### config.mk
export PLATFORM = sky130hd
export DESIGN_NAME = cmult_pipe
export DESIGN_NICKNAME = d
export VERILOG_FILES = /design/src/rtl/cmult_pipe_pkg.sv /design/src/rtl/cmult_pipe_smul.sv /design/src/rtl/cmult_pipe.sv
export SDC_FILE = /design/constraint.sdc
export NUM_CORES = 2
export LEC_CHECK = 0
export CORE_UTILIZATION = 45
export DETAILED_ROUTE_END_ITERATION = 12
export DONT_BUFFER_PORTS = 1
export PLACE_DENSITY = 0.6
export SYNTH_ARGS = -nofsm -noshare
export SYNTH_HDL_FRONTEND = slang
export SYNTH_SLANG_ARGS = --single-unit
### constraint.sdc
create_clock -name clk -period 8.65 [get_ports clk]
set_input_delay 2.1625 -clock clk [delete_from_list [all_inputs] [get_ports clk]]
set_output_delay 2.1625 -clock clk [all_outputs]
set_load 0.01 [all_outputs]
### src/rtl/cmult_pipe_pkg.sv
// Shared constants and the round/shift/saturate helper for the pipelined complex multiplier.
package cmult_pipe_pkg;

    localparam int DATA_W_DEF     = 12;
    localparam int OUT_W_DEF      = 24;
    localparam int FRAC_SHIFT_DEF = 7;
    localparam int FULL_W_DEF     = 2 * DATA_W_DEF + 1;

    // Working width of the helper; covers FULL_W plus a rounding carry for DATA_W up to 31.
    localparam int ACC_W = 64;

    typedef struct packed {
        logic signed [ACC_W-1:0] value;
        logic                    ovf;
    } sat_t;

    function automatic sat_t sat_round(input logic signed [ACC_W-1:0] sum,
                                       input logic                    rnd,
                                       input int                      frac_shift,
                                       input int                      out_w);
        logic signed [ACC_W-1:0] biased;
        logic signed [ACC_W-1:0] shifted;
        logic signed [ACC_W-1:0] max_v;
        logic signed [ACC_W-1:0] min_v;
        sat_t                    res;
        biased = sum;
        if (rnd && frac_shift > 0)
            biased = sum + (ACC_W'(1) <<< (frac_shift - 1));
        shifted = biased >>> frac_shift;
        max_v   = (ACC_W'(1) <<< (out_w - 1)) - ACC_W'(1);
        min_v   = -max_v - ACC_W'(1);
        res.ovf = 1'b1;
        if (shifted > max_v)
            res.value = max_v;
        else if (shifted < min_v)
            res.value = min_v;
        else begin
            res.value = shifted;
            res.ovf   = 1'b0;
        end
        return res;
    endfunction

endpackage

### src/rtl/cmult_pipe_smul.sv
// Registered signed multiplier with clock enable; one of the four S2 product lanes.
module cmult_smul
    import cmult_pipe_pkg::*;
#(
    parameter int DATA_W = DATA_W_DEF
) (
    input  logic                       clk,
    input  logic                       en_i,
    input  logic signed [DATA_W-1:0]   a_i,
    input  logic signed [DATA_W-1:0]   b_i,
    output logic signed [2*DATA_W-1:0] p_o
);

    localparam int PROD_W = 2 * DATA_W;

    logic signed [PROD_W-1:0] p_q;

    // NOTE: sequential state uses non-blocking assignments; this product register has no
    // reset because the pipeline valid bits decide whether its contents mean anything.
    always_ff @(posedge clk) begin
        if (en_i)
            p_q <= PROD_W'(a_i) * PROD_W'(b_i);
    end

    assign p_o = p_q;

endmodule

### src/rtl/cmult_pipe.sv
// Three-stage complex multiplier: operand register, product register, then sum/round/saturate.
module cmult_pipe
    import cmult_pipe_pkg::*;
#(
    parameter int DATA_W     = DATA_W_DEF,
    parameter int OUT_W      = OUT_W_DEF,
    parameter int FRAC_SHIFT = FRAC_SHIFT_DEF
) (
    input  logic                     clk,
    input  logic                     rst_n,
    input  logic signed [DATA_W-1:0] a,
    input  logic signed [DATA_W-1:0] b,
    input  logic signed [DATA_W-1:0] c,
    input  logic signed [DATA_W-1:0] d,
    input  logic                     conj,
    input  logic                     rnd,
    input  logic                     in_valid,
    output logic                     in_ready,
    output logic signed [OUT_W-1:0]  result_real,
    output logic signed [OUT_W-1:0]  result_img,
    output logic                     ovf,
    output logic                     out_valid,
    input  logic                     out_ready
);

    localparam int FULL_W = 2 * DATA_W + 1;
    localparam int PROD_W = 2 * DATA_W;

    logic                     advance;
    logic signed [DATA_W-1:0] a_q, b_q, c_q, d_q;
    logic                     v1_q, conj1_q, rnd1_q;
    logic                     v2_q, conj2_q, rnd2_q;
    logic signed [PROD_W-1:0] p_ac, p_bd, p_ad, p_bc;
    logic signed [FULL_W-1:0] sum_re, sum_im;
    sat_t                     sat_re, sat_im;
    logic signed [OUT_W-1:0]  re_d, im_d, re_q, im_q;
    logic                     ovf_d, ovf_q, out_valid_q;

    // One enable moves every stage together, so a stalled output freezes the whole pipe.
    assign advance  = rst_n & (~out_valid_q | out_ready);
    assign in_ready = advance;

    always_ff @(posedge clk) begin
        if (advance) begin
            a_q     <= a;
            b_q     <= b;
            c_q     <= c;
            d_q     <= d;
            conj1_q <= conj;
            rnd1_q  <= rnd;
            conj2_q <= conj1_q;
            rnd2_q  <= rnd1_q;
        end
    end

    cmult_smul #(.DATA_W(DATA_W)) u_ac (.clk(clk), .en_i(advance), .a_i(a_q), .b_i(c_q), .p_o(p_ac));
    cmult_smul #(.DATA_W(DATA_W)) u_bd (.clk(clk), .en_i(advance), .a_i(b_q), .b_i(d_q), .p_o(p_bd));
    cmult_smul #(.DATA_W(DATA_W)) u_ad (.clk(clk), .en_i(advance), .a_i(a_q), .b_i(d_q), .p_o(p_ad));
    cmult_smul #(.DATA_W(DATA_W)) u_bc (.clk(clk), .en_i(advance), .a_i(b_q), .b_i(c_q), .p_o(p_bc));

    // NOTE: combinational logic uses blocking assignments and gives every output a value
    // on every path, so no latch is inferred.
    always_comb begin
        if (conj2_q) begin
            sum_re = FULL_W'(p_ac) + FULL_W'(p_bd);
            sum_im = FULL_W'(p_bc) - FULL_W'(p_ad);
        end else begin
            sum_re = FULL_W'(p_ac) - FULL_W'(p_bd);
            sum_im = FULL_W'(p_ad) + FULL_W'(p_bc);
        end
        sat_re = sat_round(ACC_W'(sum_re), rnd2_q, FRAC_SHIFT, OUT_W);
        sat_im = sat_round(ACC_W'(sum_im), rnd2_q, FRAC_SHIFT, OUT_W);
        re_d   = OUT_W'(sat_re.value);
        im_d   = OUT_W'(sat_im.value);
        ovf_d  = sat_re.ovf | sat_im.ovf;
    end

    always_ff @(posedge clk) begin
        if (!rst_n) begin
            v1_q        <= 1'b0;
            v2_q        <= 1'b0;
            out_valid_q <= 1'b0;
            re_q        <= '0;
            im_q        <= '0;
            ovf_q       <= 1'b0;
        end else if (advance) begin
            v1_q        <= in_valid;
            v2_q        <= v1_q;
            out_valid_q <= v2_q;
            // Bubbles leave the last delivered result in place.
            if (v2_q) begin
                re_q  <= re_d;
                im_q  <= im_d;
                ovf_q <= ovf_d;
            end
        end
    end

    assign result_real = re_q;
    assign result_img  = im_q;
    assign ovf         = ovf_q;
    assign out_valid   = out_valid_q;

endmodule

==> reports/summary.log <==
INFO  setup_path     path_buf_inv=3
INFO  setup_path     critical-path-top-delay-family=adder cells
INFO  yosys          yosys_most_used_dff=sky130_fd_sc_hd__edfxtp_1
INFO  setup_path     endpoint_kind_of_the_worst_setup_timing_path=flop
INFO  sta            final_max_slew_viol_count=0
INFO  routing        vias_per_cell=5.043
INFO  finish         num-nets-final=4137
INFO  sta            fin_tns_setup=0ps
INFO  setup_path     crit_arrival=7000ps
INFO  die            total_die_area=70500um2
INFO  setup_path     path_cells=nand2_1 > fa_1 > inv_1 > ha_1 > fa_1 > inv_1 > fa_1 > fa_1 > inv_1 > ha_1 > a21oi_1 > o21ai_0 > a21oi_1 > o21ai_0 > a41oi_1 > a2111oi_0 > o21a_1 > o21ai_0 > nor2b_1 > xnor2_1
INFO  clock_tree     cts_hold_repair.buffers=0
INFO  yosys          mappedNetlistNets=4204
INFO  sta            finClkSkew=20.57ps
INFO  global_route   grt_max_degree=59
INFO  sta            count_of_final_setup_violators=0
INFO  die            die_height=265.5um
INFO  routing        detail-route-antenna-nets=0
INFO  yosys          netlist_instances=3344
INFO  yosys          number_of_distinct_library_cells_after_synthesis=78
INFO  setup_path     critPathLaunchType=flop
INFO  sta            max_freq=0.1482GHz
INFO  global_route   grt_pass1_wl=116.9mm
INFO  die            coreArea=68710um2
INFO  setup_path     crit_fanout=24
INFO  setup_path     worst_ep_required_time=8910ps
INFO  yosys          synth_top_area_cell=sky130_fd_sc_hd__fa_1
INFO  clock_tree     cts-buffers-inserted=17
INFO  die            die_w=265.5um
INFO  sta            worst_slack=1903ps
INFO  routing        wl=70.79mm
INFO  sta            hold-worst-slack=436.8ps
INFO  place          place_ws=1997ps
INFO  clock_tree     clock_tree.root_cell=sky130_fd_sc_hd__clkbuf_16
INFO  yosys          netlist_top_cells_area=sky130_fd_sc_hd__fa_1 (35%), sky130_fd_sc_hd__edfxtp_1 (14%), sky130_fd_sc_hd__ha_1 (10%)
INFO  routing        detailedRoute.firstPassIterationCount=5
INFO  sta            report.final.hold_viol_count=0
INFO  global_route   groute.usage.overall=21.44%
INFO  finish         area.sequential=5265um2
INFO  routing        vias=21287
INFO  finish         footprint_of_the_multi_input_gates=22580um2
INFO  setup_path     cp_slowest_cell=sky130_fd_sc_hd__edfxtp_1
INFO  global_route   grt.overflow.total=0
INFO  yosys          number_of_flip_flops_and_latches_in_the_synthesized_netlist=189
INFO  yosys          synth.top_cell.area_share=35.36%
INFO  finish         flow.area_growth_from_synthesis=4.829%
INFO  clock_tree     cts_tree=built
INFO  clock_tree     clock_sinks=189
INFO  clock_tree     cts.repair.resized=0
INFO  finish         num_antenna_cells=0
INFO  finish         final.fill_count=6671
INFO  worst_hold_path min-delay-path-class=flop to flop
INFO  clock_tree     worstSkewPairLatency=510ps
INFO  yosys          synthesis.area_per_instance=9.345um2
INFO  global_route   first_global_vias=21591
INFO  sta            finalWorstPathRequiredPeriod=6747ps
INFO  yosys          syn-cell-area=31250um2
INFO  die            top_level_ports=105
INFO  yosys          seq_area_frac_synth=16.85%
INFO  yosys          yosysWarningCount=0
INFO  place          place.gp.congestion=0.8217
INFO  finish         final_core_util=47.68%
INFO  clock_tree     ctsHtreeMaxLevel=4
INFO  routing        routedWlPerCell=16.77um
INFO  sta            period_share=77.99%
INFO  die            initial_utilization=45.48%
INFO  sta            grt_setup_unrepaired=false
INFO  setup_path     worst_path_largest_cell_delay=1110ps
INFO  routing        initialDrtViolationCount=1289
INFO  place          numPortBuffers=0
INFO  yosys          asyncSetResetFlopFracSynth=0%
INFO  job            cap_violations=0
INFO  yosys          synth_enable_flop_cells=148
INFO  yosys          synth.most_common_cell=sky130_fd_sc_hd__inv_1
INFO  global_route   grt_antenna_before_repair=5
INFO  finish         layout-drive-gt1-share=3.252%
INFO  sta            timing_worst_slew_pin_value=1184ps
INFO  outcome        outcome=finished clean
INFO  routing        drcViolationCount=0
INFO  yosys          synth.top_cells.by_count=sky130_fd_sc_hd__inv_1 (768), sky130_fd_sc_hd__fa_1 (552), sky130_fd_sc_hd__nand2_1 (391)
INFO  clock_tree     worst_setup_hold_path_clk_slew=80ps
INFO  setup_path     timing.critical_path.mode_cell=sky130_fd_sc_hd__fa_1
INFO  clock_tree     cts_setup_buffers=0
INFO  sta            relSlewSlack=21.06%
INFO  place          place_hpwl=57.48mm
INFO  die            fp-row-count=96
INFO  setup_path     critical_path_class=flop to flop
INFO  clock_tree     clock_path_buffers=2
placed cells by master, fill, tap and decap left out, types with 62 or more instances in the layout:
| cell | n |
|---|---|
| sky130_fd_sc_hd__nand2_1 | 390 |
| sky130_fd_sc_hd__and2_1 | 202 |
| sky130_fd_sc_hd__a21oi_1 | 98 |
| sky130_fd_sc_hd__edfxtp_1 | 148 |
| sky130_fd_sc_hd__nand3_1 | 65 |
| sky130_fd_sc_hd__ha_1 | 254 |
| sky130_fd_sc_hd__inv_1 | 768 |
| sky130_fd_sc_hd__nor2_1 | 129 |
| sky130_fd_sc_hd__xor2_1 | 70 |
| sky130_fd_sc_hd__xnor2_1 | 138 |
| sky130_fd_sc_hd__o21ai_0 | 62 |
| sky130_fd_sc_hd__fa_1 | 552 |
sequential cells by signal (all words and copies together), names as in the netlist, 12 cells and up:
signal,flops
u_ac.p_o,24
u_ad.p_o,24
u_bc.p_o,24
u_bd.p_o,24
result_img,19
result_real,19
a_q,12
b_q,12
c_q,12
d_q,12
through the flow:
stage,cells,cell area [um2]
floorplan,3344,31250
global placement,4189,32200
detailed placement,4189,32200
CTS,4221,32760
global route,4221,32760
finish,4221,32760
layout make-up:
| type | instances | area share, % |
|---|---|---|
| tap | 931 | 3.556 |
| multi-input combinational | 2258 | 68.93 |
| timing repair buffer | 40 | 0.9167 |
| clock buffer | 18 | 1.310 |
| sequential | 189 | 16.07 |
| clock inverter | 14 | 0.3819 |
| inverter | 771 | 8.834 |
worst reg2reg max path, cell delays in order (launching register included):
cell and delay (ps):
sky130_fd_sc_hd__edfxtp_1 1110, sky130_fd_sc_hd__nand2_1 210, sky130_fd_sc_hd__fa_1 580, sky130_fd_sc_hd__inv_1 40, sky130_fd_sc_hd__ha_1 300, sky130_fd_sc_hd__fa_1 510
sky130_fd_sc_hd__inv_1 50, sky130_fd_sc_hd__fa_1 470, sky130_fd_sc_hd__fa_1 550, sky130_fd_sc_hd__inv_1 40, sky130_fd_sc_hd__ha_1 320, sky130_fd_sc_hd__a21oi_1 110
sky130_fd_sc_hd__o21ai_0 170, sky130_fd_sc_hd__a21oi_1 130, sky130_fd_sc_hd__o21ai_0 400, sky130_fd_sc_hd__a41oi_1 230, sky130_fd_sc_hd__a2111oi_0 670, sky130_fd_sc_hd__o21a_1 210
sky130_fd_sc_hd__o21ai_0 110, sky130_fd_sc_hd__nor2b_1 160, sky130_fd_sc_hd__xnor2_1 140
worst paths after layout:
path / endpoint / cells after the start / slack [ps] / startpoint
setup reg to reg: u_bd.p_o[20] / 20 / 1900 / d_q[2]
hold / removal: rnd2_q / 0 / 440 / rnd1_q
setup / recovery: u_bd.p_o[20] / 20 / 1900 / d_q[2]
hold reg to reg: rnd2_q / 0 / 440 / rnd1_q
per-layer routing:
layer	routed length (um)	global-route usage, %
met5	55	0
met4	1081	4.656
met3	3663	3.370
met2	32100	33.35
met1	33890	31.47
cells by family (layout without fill, tap and decap cells):
| group | Yosys count | in the layout | share of synthesized area [%] |
|---|---|---|---|
| and+or+nand+nor | 934 | 934 | 14.39 |
| buffers and inverters | 897 | 843 | 10.91 |
| adders and majority gates | 806 | 806 | 45.53 |
| AOI/OAI and AO/OA | 302 | 302 | 6.250 |
| xor gates and xnor gates | 208 | 208 | 5.830 |
| DFF | 189 | 189 | 16.85 |
| muxes | 7 | 7 | 0.2282 |
| other | 1 | 1 | 0.01200 |
Power is not shown: default switching activity piles up to over one toggle a cycle in this logic, so the estimate is an artifact.
